## config.mk

```make
export PLATFORM = sky130hd
export DESIGN_NAME = uart_stim_tx
export DESIGN_NICKNAME = d
export VERILOG_FILES = /design/src/rtl/uart_stim_tx.sv
export SDC_FILE = /design/constraint.sdc
export NUM_CORES = 1
export LEC_CHECK = 0
export CAP_MARGIN = 10
export CORE_MARGIN = 2
export CORE_UTILIZATION = 60
export CTS_BUF_LIST = sky130_fd_sc_hd__clkbuf_8
export DETAILED_ROUTE_END_ITERATION = 8
export PLACE_DENSITY = 0.8
export SYNTH_ARGS = -nofsm -noshare
export SYNTH_HDL_FRONTEND = slang
export SYNTH_SLANG_ARGS = --single-unit
```

## constraint.sdc

```tcl
create_clock -name clk -period 5.9 [get_ports clk]
set_input_delay 1.77 -clock clk [delete_from_list [all_inputs] [get_ports clk]]
set_output_delay 1.77 -clock clk [all_outputs]
set_load 0.01 [all_outputs]
```

## src/rtl/uart_stim_tx.sv

```systemverilog
// uart_stim_tx: parametrised UART transmitter fed by a circular byte FIFO
module uart_stim_tx #(
  parameter int DATA_BITS    = 8,
  parameter int PARITY       = 0,
  parameter int STOP_BITS    = 1,
  parameter int CLKS_PER_BIT = 16,
  parameter int ADDR_BITS    = 2
) (
  input  logic                 clk,
  input  logic                 reset,
  input  logic                 wr_en,
  input  logic [DATA_BITS-1:0] wr_data,
  output logic                 full,
  output logic                 empty,
  output logic                 overflow,
  output logic                 busy,
  output logic                 tx
);
  localparam int CNT_MAX = STOP_BITS * CLKS_PER_BIT - 1;
  localparam int CW = $clog2(CNT_MAX + 1);
  localparam logic [CW-1:0] BIT_LOAD = CW'(CLKS_PER_BIT - 1);
  localparam logic [CW-1:0] STOP_LOAD = CW'(CNT_MAX);
  localparam logic [ADDR_BITS:0] FULL_CNT = {1'b1, {ADDR_BITS{1'b0}}};
  typedef enum logic [2:0] {S_IDLE, S_START, S_DATA, S_PARITY, S_STOP} state_t;
  logic [DATA_BITS-1:0] mem [2**ADDR_BITS];
  logic [ADDR_BITS-1:0] wr_ptr_q, wr_ptr_d, rd_ptr_q, rd_ptr_d;
  logic [ADDR_BITS:0] count_q, count_d;
  logic overflow_q, overflow_d, tx_q, tx_d, par_q, par_d;
  state_t state_q, state_d;
  logic [CW-1:0] cnt_q, cnt_d;
  logic [3:0] bit_q, bit_d;
  logic [DATA_BITS-1:0] shift_q, shift_d, head;
  logic pop, push, last;
  assign full = count_q == FULL_CNT;
  assign empty = count_q == '0;
  assign overflow = overflow_q;
  assign busy = state_q != S_IDLE;
  assign tx = tx_q;
  assign head = mem[rd_ptr_q];
  assign last = cnt_q == '0;
  // FIFO bookkeeping: a full FIFO still accepts a write when a pop frees a slot that cycle
  always_comb begin
    push = wr_en && (!full || pop);
    overflow_d = wr_en && full && !pop;
    wr_ptr_d = push ? wr_ptr_q + 1'b1 : wr_ptr_q;
    rd_ptr_d = pop ? rd_ptr_q + 1'b1 : rd_ptr_q;
    count_d = count_q + (ADDR_BITS + 1)'(push) - (ADDR_BITS + 1)'(pop);
  end
  // Frame sequencer; parity is taken from the popped byte and held for the whole frame
  always_comb begin
    state_d = state_q;
    bit_d = bit_q;
    shift_d = shift_q;
    par_d = par_q;
    pop = 1'b0;
    cnt_d = (state_q == S_IDLE || last) ? cnt_q : cnt_q - 1'b1;
    case (state_q)
      S_IDLE: pop = !empty;
      S_START: if (last) begin
        state_d = S_DATA;
        bit_d = '0;
        cnt_d = BIT_LOAD;
      end
      S_DATA: if (last) begin
        shift_d = shift_q >> 1;
        bit_d = bit_q + 4'd1;
        cnt_d = BIT_LOAD;
        if (bit_q == 4'(DATA_BITS - 1)) begin
          state_d = (PARITY != 0) ? S_PARITY : S_STOP;
          cnt_d = (PARITY != 0) ? BIT_LOAD : STOP_LOAD;
        end
      end
      S_PARITY: if (last) begin
        state_d = S_STOP;
        cnt_d = STOP_LOAD;
      end
      S_STOP: if (last) begin
        pop = !empty;
        state_d = S_IDLE;
      end
      default: state_d = S_IDLE;
    endcase
    if (pop) begin
      state_d = S_START;
      shift_d = head;
      par_d = (^head) ^ (PARITY == 2);
      cnt_d = BIT_LOAD;
    end
    tx_d = state_d == S_START ? 1'b0 : state_d == S_DATA ? shift_d[0] : state_d == S_PARITY ? par_d : 1'b1;
  end
  // FIFO storage needs no reset; only the pointers and count define its contents
  always_ff @(posedge clk) begin
    if (push) mem[wr_ptr_q] <= wr_data;
  end
  // State registers; reset aborts any frame in flight and forces the line idle
  always_ff @(posedge clk or posedge reset) begin
    if (reset) begin
      wr_ptr_q <= '0;
      rd_ptr_q <= '0;
      count_q <= '0;
      overflow_q <= 1'b0;
      state_q <= S_IDLE;
      cnt_q <= '0;
      bit_q <= '0;
      shift_q <= '0;
      par_q <= 1'b0;
      tx_q <= 1'b1;
    end else begin
      wr_ptr_q <= wr_ptr_d;
      rd_ptr_q <= rd_ptr_d;
      count_q <= count_d;
      overflow_q <= overflow_d;
      state_q <= state_d;
      cnt_q <= cnt_d;
      bit_q <= bit_d;
      shift_q <= shift_d;
      par_q <= par_d;
      tx_q <= tx_d;
    end
  end
endmodule

```

==> flow_metrics.tcl, run 1 <==
set metrics [dict create \
    min_to "tx" \
    grt_use_total 0.211 \
    layout_common_cells "edfxtp_1 (32), dfrtp_1 (28), nand2_1 (19), o21ai_0 (15), clkdlybuf4s50_1 (15)" \
    fillers 288 \
    area_growth_syn_to_layout_pct 14.2 \
    start_kind "flop" \
    first_global_vias 1703 \
    grt_pass1_wl_um 8040 \
    final_hold_viol_count 0 \
    die_w_um 72.0 \
    fp.dieH_um 72.0 \
    synth-edff-count 32 \
    io_buffers 15 \
    ys_seq_area_frac 0.608 \
    synth_warnings 0 \
    crit_buf_inv 2 \
    final_period_minus_worst_setup_slack_ns 3.80 \
    ys_top_cells_by_area "edfxtp_1 (35%), dfrtp_1 (25%), mux4_2 (6.5%)" \
    postCtsSetupRepairBufs 0 \
    powerDensity_nw_per_um2 340 \
    yosys_most_used_dff "edfxtp_1" \
    synth_nets 228 \
    hold_buffers 0 \
    ys_ff_latch 61 \
    path_class "flop to output pin" \
    htree_levels 3 \
    worstSkewPairLatency_ns 0.33 \
    finalMaxSlewViolations 0 \
    max_cap_violations 0 \
    fmax_ghz 0.263 \
    reg2reg_slack_ns 3.09 \
    wl_per_cell_um 17.0 \
    coreArea_um2 4410 \
    avgViaCountPerCell 5.91 \
    holdWs_ns 0.530 \
    setup-violations-final 0 \
    cts_tree "done" \
    async_reset_ff_frac 0.475 \
    synth_top_area_frac 0.346 \
    syn_area_per_cell_um2 13.3 \
    drt-pass1-iter-count 5 \
    p_leak_nw 1.22 \
    synthCells 209 \
    antenna_found_initial 0 \
    cts.sinks 61 \
    grt_max_degree 30 \
    end_kind "output pin" \
    drc 0 \
    rsz0062_at_grt "false" \
    path_depth 4 \
    irDropWorstVdd_mv 0.241 \
    startpoint "state_q[1]" \
    r2r_start "cnt_q[0]" \
    dp_hpwl_um 3480 \
    nNetsFinal 247 \
    grt-ovfl-total 0 \
    status "completed" \
    start_util 0.629 \
    cp.arrival_ns 2.03 \
    die_area_um2 5190 \
    gp_congestion 0.846 \
    syn_area_um2 2780 \
    final_common_cell "edfxtp_1" \
    worst_pin_slew_ns 0.581 \
    cp_max_fo 13 \
    cts.clk_slew.worst_paths_ns 0.07 \
    r2r_cells 11 \
    worstHoldStart "par_q" \
    hp-class "flop to flop" \
    cts_resized 0 \
    diodes 0 \
    rows 24 \
    crit_chain "or2_2, nor2_1, inv_1, clkdlybuf4s50_1" \
    boundaryPins 16 \
    crit_family "simple AND/OR/NAND/NOR gates" \
    vias 1685 \
    drt_iter0_markers 154 \
    max_slew_margin 0.613 \
    fin_skew_ns 0.00412 \
    critPathSlowestCell "dfrtp_1" \
    setup-tns-final_ns 0 \
    cts_root_buffer "clkbuf_8" \
    synth_top_area_cell "edfxtp_1" \
    drive_gt1_frac 0.133 \
    synth_cell_types 38 \
    cts_max_path_buffers 2 \
    ant_nets 0 \
    whs_path_depth 2 \
    critPathRequiredTime_ns 4.13 \
    slowest_delay_ns 0.50 \
    fin_crit_sh 0.644 \
    r2r_end "count_q[2]" \
    cts_made_buffers 9 \
    totalWireLength_um 4840 \
]
## cells by family after synthesis
group / Yosys count / synth area share
buffers and inverters: 19 / 0.0297
xor gates and xnor gates: 13 / 0.0410
muxes: 19 / 0.108
adders and majority gates: 8 / 0.0388
DFF: 61 / 0.608
and+or+nand+nor: 55 / 0.0978
AOI/OAI and AO/OA: 34 / 0.0766
## flip-flops by register name, indices dropped and copies added (netlist names)
signal    cells
bit_q         4
overflow      1
rd_ptr_q      2
cnt_q         4
mem          32
count_q       3
par_q         1
state_q       3
wr_ptr_q      2
tx            1
shift_q       8
## worst register-to-register path, delay by kind of cell, from the launching register on
kind            cells  cell delay (ns)
fa+ha+maj           3             0.81
compound gates      2             0.41
buf+inv             1             0.08
flops               1             0.43
simple gates        3             0.70
xor+xnor            2             0.32
## Yosys cell counts, types with 2 or more instances
master    count
a21oi_1       5
mux2_2        4
mux2i_1       6
o21ai_0      15
a22o_1        3
xnor2_1      12
a222oi_1      2
a31oi_1       2
and2_1        5
clkbuf_1      5
inv_1        10
dfrtp_1      28
nor3_1        5
nand2b_1      4
edfxtp_1     32
nor2b_1       2
buf_2         3
nand2_1      19
nor3b_1       3
or3_1         2
ha_1          7
mux4_2        8
nand3_1       2
a21boi_0      2
nor2_1       10
## per-layer routing
| metal | GRT usage | wire length, µm |
|---|---|---|
| met5 | 0 | 0 |
| met3 | 0.0500 | 255 |
| met1 | 0.280 | 2020 |
| met4 | 0.111 | 108 |
| met2 | 0.328 | 2460 |
## area by class of cell
cell class	count	area, µm²	area share
multi-input cells	129	1010	0.317
repair buffers	17	185	0.0584
inverters	10	37.5	0.0118
clock buffers	9	124	0.0391
clock inverters	7	66.3	0.0209
flip-flops and latches	61	1690	0.532
well taps	52	65.1	0.0205
## worst max-delay path by stage
| stage | end |
|---|---|
| 2_1_floorplan | count_q[2] |
| 3_3_place_gp | count_q[2] |
| 4_1_cts | busy |
| 5_1_grt | busy |
| 3_5_place_dp | count_q[2] |
| 6_report | busy |
## power by group
part           switching (mW)  internal [mW]
Combinational          0.0961         0.0900
Sequential             0.0243          0.519
Clock                   0.157          0.192
Total                   0.277          0.801
## per-stage QoR
stage / instance area (µm²) / instances / power [mW] / setup WS [ns] / util
detailed placement: 2950 / 268 / 0.740 / 2.36 / 0.669
finish: 3170 / 285 / 1.08 / 2.10 / 0.719
CTS: 3140 / 284 / 1.09 / 2.11 / 0.712
global placement: 2950 / 268 / 0.718 / 2.44 / 0.669
floorplan: 2780 / 209 / 0.673 / 2.98 / -
global route: 3170 / 285 / 1.13 / 1.98 / 0.719
Note: power is estimated with default switching activity, not from simulation.
==> run 2, diff against run 1 <==
Clock period 5.9 ns to 3.5 ns, I/O delays scaled along.
==> run 2 against run 1 <==
Net effect: worst hold slack got worse by 0.0041 ns; critical endpoint unchanged; clock skew increased by 0.0019 ns; critical path type unchanged; largest power group unchanged; die area unchanged.
==> flow_metrics.tcl, run 2 (same netlist as run 1, synthesis figures left out) <==
set metrics [dict create \
    wl_per_cell_um 16.9 \
    fin_crit_sh 0.905 \
    postCtsSetupRepairBufs 0 \
    cts_resized 0 \
    cp_max_fo 13 \
    cts_tree "done" \
    status "completed" \
    cp.arrival_ns 2.12 \
    fin_area_um2 3140 \
    finalNonFillerCells 285 \
    regMostFlops "mem" \
    vias 1685 \
    grt-ovfl-total 0 \
    totalWireLength_um 4820 \
    start_util 0.629 \
    diodes 0 \
    largest_reg_flops 32 \
    final_common_cell "edfxtp_1" \
    area_growth_syn_to_layout_pct 13.2 \
    cts.clk_slew.worst_paths_ns 0.06 \
    largestRegisters "mem: 32 flops, shift_q: 8 flops" \
    cts_root_buffer "clkbuf_8" \
    htree_levels 3 \
    hp-class "flop to flop" \
    rows 24 \
    die_w_um 72.0 \
    final_hold_viol_count 0 \
    irDropWorstVdd_mv 0.398 \
    die_area_um2 5190 \
    critPathSlowestCell "dfrtp_1" \
    grt_pass1_wl_um 8110 \
    end_kind "output pin" \
    placedCellCount 269 \
    antenna_found_initial 0 \
    powerDensity_nw_per_um2 570 \
    ant_nets 0 \
    dp_hpwl_um 3440 \
    grt_use_total 0.214 \
    p_leak_nw 1.21 \
    finalMaxSlewViolations 0 \
    crit_chain "or2_2, nor2_1, inv_1, clkdlybuf4s50_1" \
    setup-violations-final 0 \
    worst_pin_slew_ns 0.545 \
    max_cap_violations 0 \
    avgViaCountPerCell 5.91 \
    start_kind "flop" \
    worstSkewPairLatency_ns 0.33 \
    layout_common_cells "edfxtp_1 (32), dfrtp_1 (28), nand2_1 (19), o21ai_0 (15), clkdlybuf4s50_1 (15)" \
    nNetsFinal 247 \
    rsz0062_at_grt "false" \
    io_buffers 15 \
    fillers 298 \
    drt-pass1-iter-count 5 \
    cts_max_path_buffers 2 \
    boundaryPins 16 \
    path_class "flop to output pin" \
    slowest_delay_ns 0.52 \
    gp_congestion 0.836 \
    drive_gt1_frac 0.124 \
    drc 0 \
    critPathRequiredTime_ns 2.45 \
    fmax_ghz 0.316 \
    hold_buffers 0 \
    post_dp_cell_area_um2 2960 \
    max_slew_margin 0.637 \
    setup-tns-final_ns 0 \
    drt_iter0_markers 109 \
    fin_skew_ns 0.00597 \
    first_global_vias 1709 \
    coreArea_um2 4410 \
    cts.sinks 61 \
    fp.dieH_um 72.0 \
    final_period_minus_worst_setup_slack_ns 3.17 \
    cts_made_buffers 9 \
    grt_max_degree 30 \
]
-- run 2: cell types whose count changed in the layout (fill, tap and decap cells not counted), sizes merged --
| cell | delta |
|---|---|
| inv | +1 |
| clkinvlp | -1 |
-- run 2: final timing paths --
kind,startpoint,to,slack (ns),cells after the start
worst max-delay path,state_q[1],busy,0.33,4
worst min-delay path,bit_q[3],bit_q[3],0.53,2
worst max register to register,cnt_q[0],count_q[2],0.53,11
worst min register to register,bit_q[3],bit_q[3],0.53,2
max in group asynchronous,reset,tx,2.10,3
min in group asynchronous,reset,cnt_q[3],1.09,3
-- run 2: critical path: cells and delay by family (launching register included) --
family                 cells  cell delay [ns]
and+or+nand+nor            2             0.64
buffers and inverters      2             0.63
DFF                        1             0.52
-- run 2: layout make-up --
cell class              instances  area, µm²  area share
inverters                      10       37.5      0.0119
repair buffers                 17        165      0.0525
well taps                      52       65.1      0.0207
clock inverters                 7       57.6      0.0183
flip-flops and latches         61       1690       0.537
multi-input cells             129       1010       0.320
clock buffers                   9        124      0.0394
-- run 2: stage by stage --
step	worst slack (ns)	power (mW)	hold WS, ns	util
after floorplan	0.818	1.13	0.474	-
after global placement	0.755	1.21	0.498	0.671
after detailed placement	0.608	1.24	0.514	0.671
after CTS	0.346	1.81	0.528	0.712
after global routing	0.199	1.88	0.559	0.712
final	0.331	1.79	0.526	0.712
-- run 2: report_power, final --
group	total [mW]	switching, mW	internal (mW)
Combinational	0.307	0.160	0.147
Sequential	0.918	0.0426	0.875
Clock	0.568	0.251	0.317
Total	1.79	0.454	1.34
-- run 2: routing by layer --
metal | GRT usage | part of all wire | vias up
li1 | - | - | 795
met1 | 0.293 | 0.46 | 817
met2 | 0.307 | 0.47 | 56
met3 | 0.0556 | 0.040 | 17
met4 | 0.140 | 0.032 | 0
met5 | 0 | 0 | -
==> run 3, diff against run 2 <==
Settings changed: CORE_ASPECT_RATIO from default to 0.6, CORE_UTILIZATION 60 to 59, CTS_BUF_LIST sky130_fd_sc_hd__clkbuf_8 to default.
==> run 3 against run 2 <==
Net effect: core utilization is 1.2 points lower; highest routed layer unchanged; critical path type unchanged; worst setup slack worse by 0.018 ns; critical path depth stayed put; sequential power hardly changed; global-route usage is 0.87 points higher; clock skew is 0.0059 ns higher.
==> flow_metrics.tcl, run 3 (same netlist as run 1, synthesis figures left out) <==
set metrics [dict create \
    irDropWorstVdd_mv 0.472 \
    finalMaxSlewViolations 0 \
    hold_buffers 0 \
    p_leak_nw 1.22 \
    start_util 0.611 \
    cp.arrival_ns 2.14 \
    drc 0 \
    cts_tree "done" \
    ant_nets 0 \
    worst_pin_slew_ns 0.602 \
    drt-pass1-iter-count 4 \
    boundaryPins 16 \
    coreArea_um2 4540 \
    max_cap_violations 0 \
    setup-tns-final_ns 0 \
    powerDensity_nw_per_um2 595 \
    placedCellCount 280 \
    critPathRequiredTime_ns 2.45 \
    nNetsFinal 247 \
    fp.dieH_um 57.1 \
    end_kind "output pin" \
    wl_per_cell_um 17.0 \
    drt_iter0_markers 168 \
    grt_max_degree 30 \
    diodes 0 \
    fin_skew_ns 0.0119 \
    first_global_vias 1666 \
    dp_hpwl_um 3500 \
    largest_reg_flops 32 \
    largestRegisters "mem: 32 flops, shift_q: 8 flops" \
    area_growth_syn_to_layout_pct 14.6 \
    grt_pass1_wl_um 8310 \
    cp_max_fo 13 \
    die_w_um 92.6 \
    htree_levels 3 \
    grt_use_total 0.223 \
    fillers 321 \
    multi_input_area_um2 1010 \
    antenna_found_initial 0 \
    layout_common_cells "edfxtp_1 (32), dfrtp_1 (28), nand2_1 (19), o21ai_0 (15), clkdlybuf4s50_1 (15)" \
    final_hold_viol_count 0 \
    gp_congestion 0.801 \
    final-seq-area_um2 1690 \
    cts.sinks 61 \
    regMostFlops "mem" \
    grt-ovfl-total 0 \
    postCtsSetupRepairBufs 0 \
    start_kind "flop" \
    drive_gt1_frac 0.129 \
    path_class "flop to output pin" \
    cts_max_path_buffers 2 \
    die_area_um2 5290 \
    max_slew_margin 0.598 \
    vias 1704 \
    rsz0062_at_grt "false" \
    fin_crit_sh 0.910 \
    cts_root_buffer "clkbuf_8" \
    hp-class "flop to flop" \
    totalWireLength_um 5020 \
    avgViaCountPerCell 5.76 \
    finalNonFillerCells 296 \
    power_mw 1.89 \
    cts.clk_slew.worst_paths_ns 0.07 \
    io_buffers 15 \
    final_common_cell "edfxtp_1" \
    cts_made_buffers 9 \
    worstSkewPairLatency_ns 0.35 \
    cts_resized 0 \
    status "completed" \
    fmax_ghz 0.314 \
    rows 19 \
    setup-violations-final 0 \
    final_period_minus_worst_setup_slack_ns 3.19 \
]
run 3: through the flow:
stage / utilization / cell area, µm² / hold slack, ns / worst slack (ns)
3_5_place_dp: 0.655 / 2980 / 0.536 / 0.683
6_report: 0.700 / 3180 / 0.547 / 0.313
2_1_floorplan: - / 2780 / 0.474 / 0.818
3_3_place_gp: 0.655 / 2980 / 0.499 / 0.745
5_1_grt: 0.700 / 3180 / 0.572 / 0.210
4_1_cts: 0.700 / 3180 / 0.554 / 0.333
run 3: power breakdown:
group	switching [mW]	internal, mW	total (mW)
Sequential	0.0444	0.875	0.920
Combinational	0.165	0.148	0.314
Clock	0.266	0.394	0.659
Total	0.476	1.42	1.89
run 3: worst max-delay path, stage by stage (launching register included):
cell and delay, ns:
dfrtp_1 0.52, or2_2 0.40, nor2_1 0.23, inv_1 0.14, clkdlybuf4s50_1 0.50
run 3: area by class of cell:
| cell class | count | area share |
|---|---|---|
| inverters | 10 | 0.0118 |
| clock inverters | 6 | 0.0244 |
| repair buffers | 17 | 0.0519 |
| well taps | 63 | 0.0248 |
| clock buffers | 10 | 0.0401 |
| multi-input cells | 129 | 0.316 |
| flip-flops and latches | 61 | 0.531 |
run 3: path summary, 6_finish.rpt:
| kind | slack [ns] | start | end | depth (start not counted) |
|---|---|---|---|---|
| worst max-delay path | 0.31 | state_q[1] | busy | 4 |
| worst min-delay path | 0.55 | shift_q[7] | shift_q[7] | 2 |
| worst max register to register | 0.67 | cnt_q[0] | count_q[2] | 11 |
| worst min register to register | 0.55 | shift_q[7] | shift_q[7] | 2 |
| max in group asynchronous | 2.12 | reset | tx | 3 |
| min in group asynchronous | 1.07 | reset | state_q[2] | 3 |
run 3: layer usage:
layer / vias up / global-route usage / wire [µm]
met3: 7 / 0.0911 / 317
met1: 839 / 0.337 / 2560
met5: - / 0 / 0
met2: 65 / 0.288 / 2100
li1: 793 / - / -
met4: 0 / 0.0896 / 51
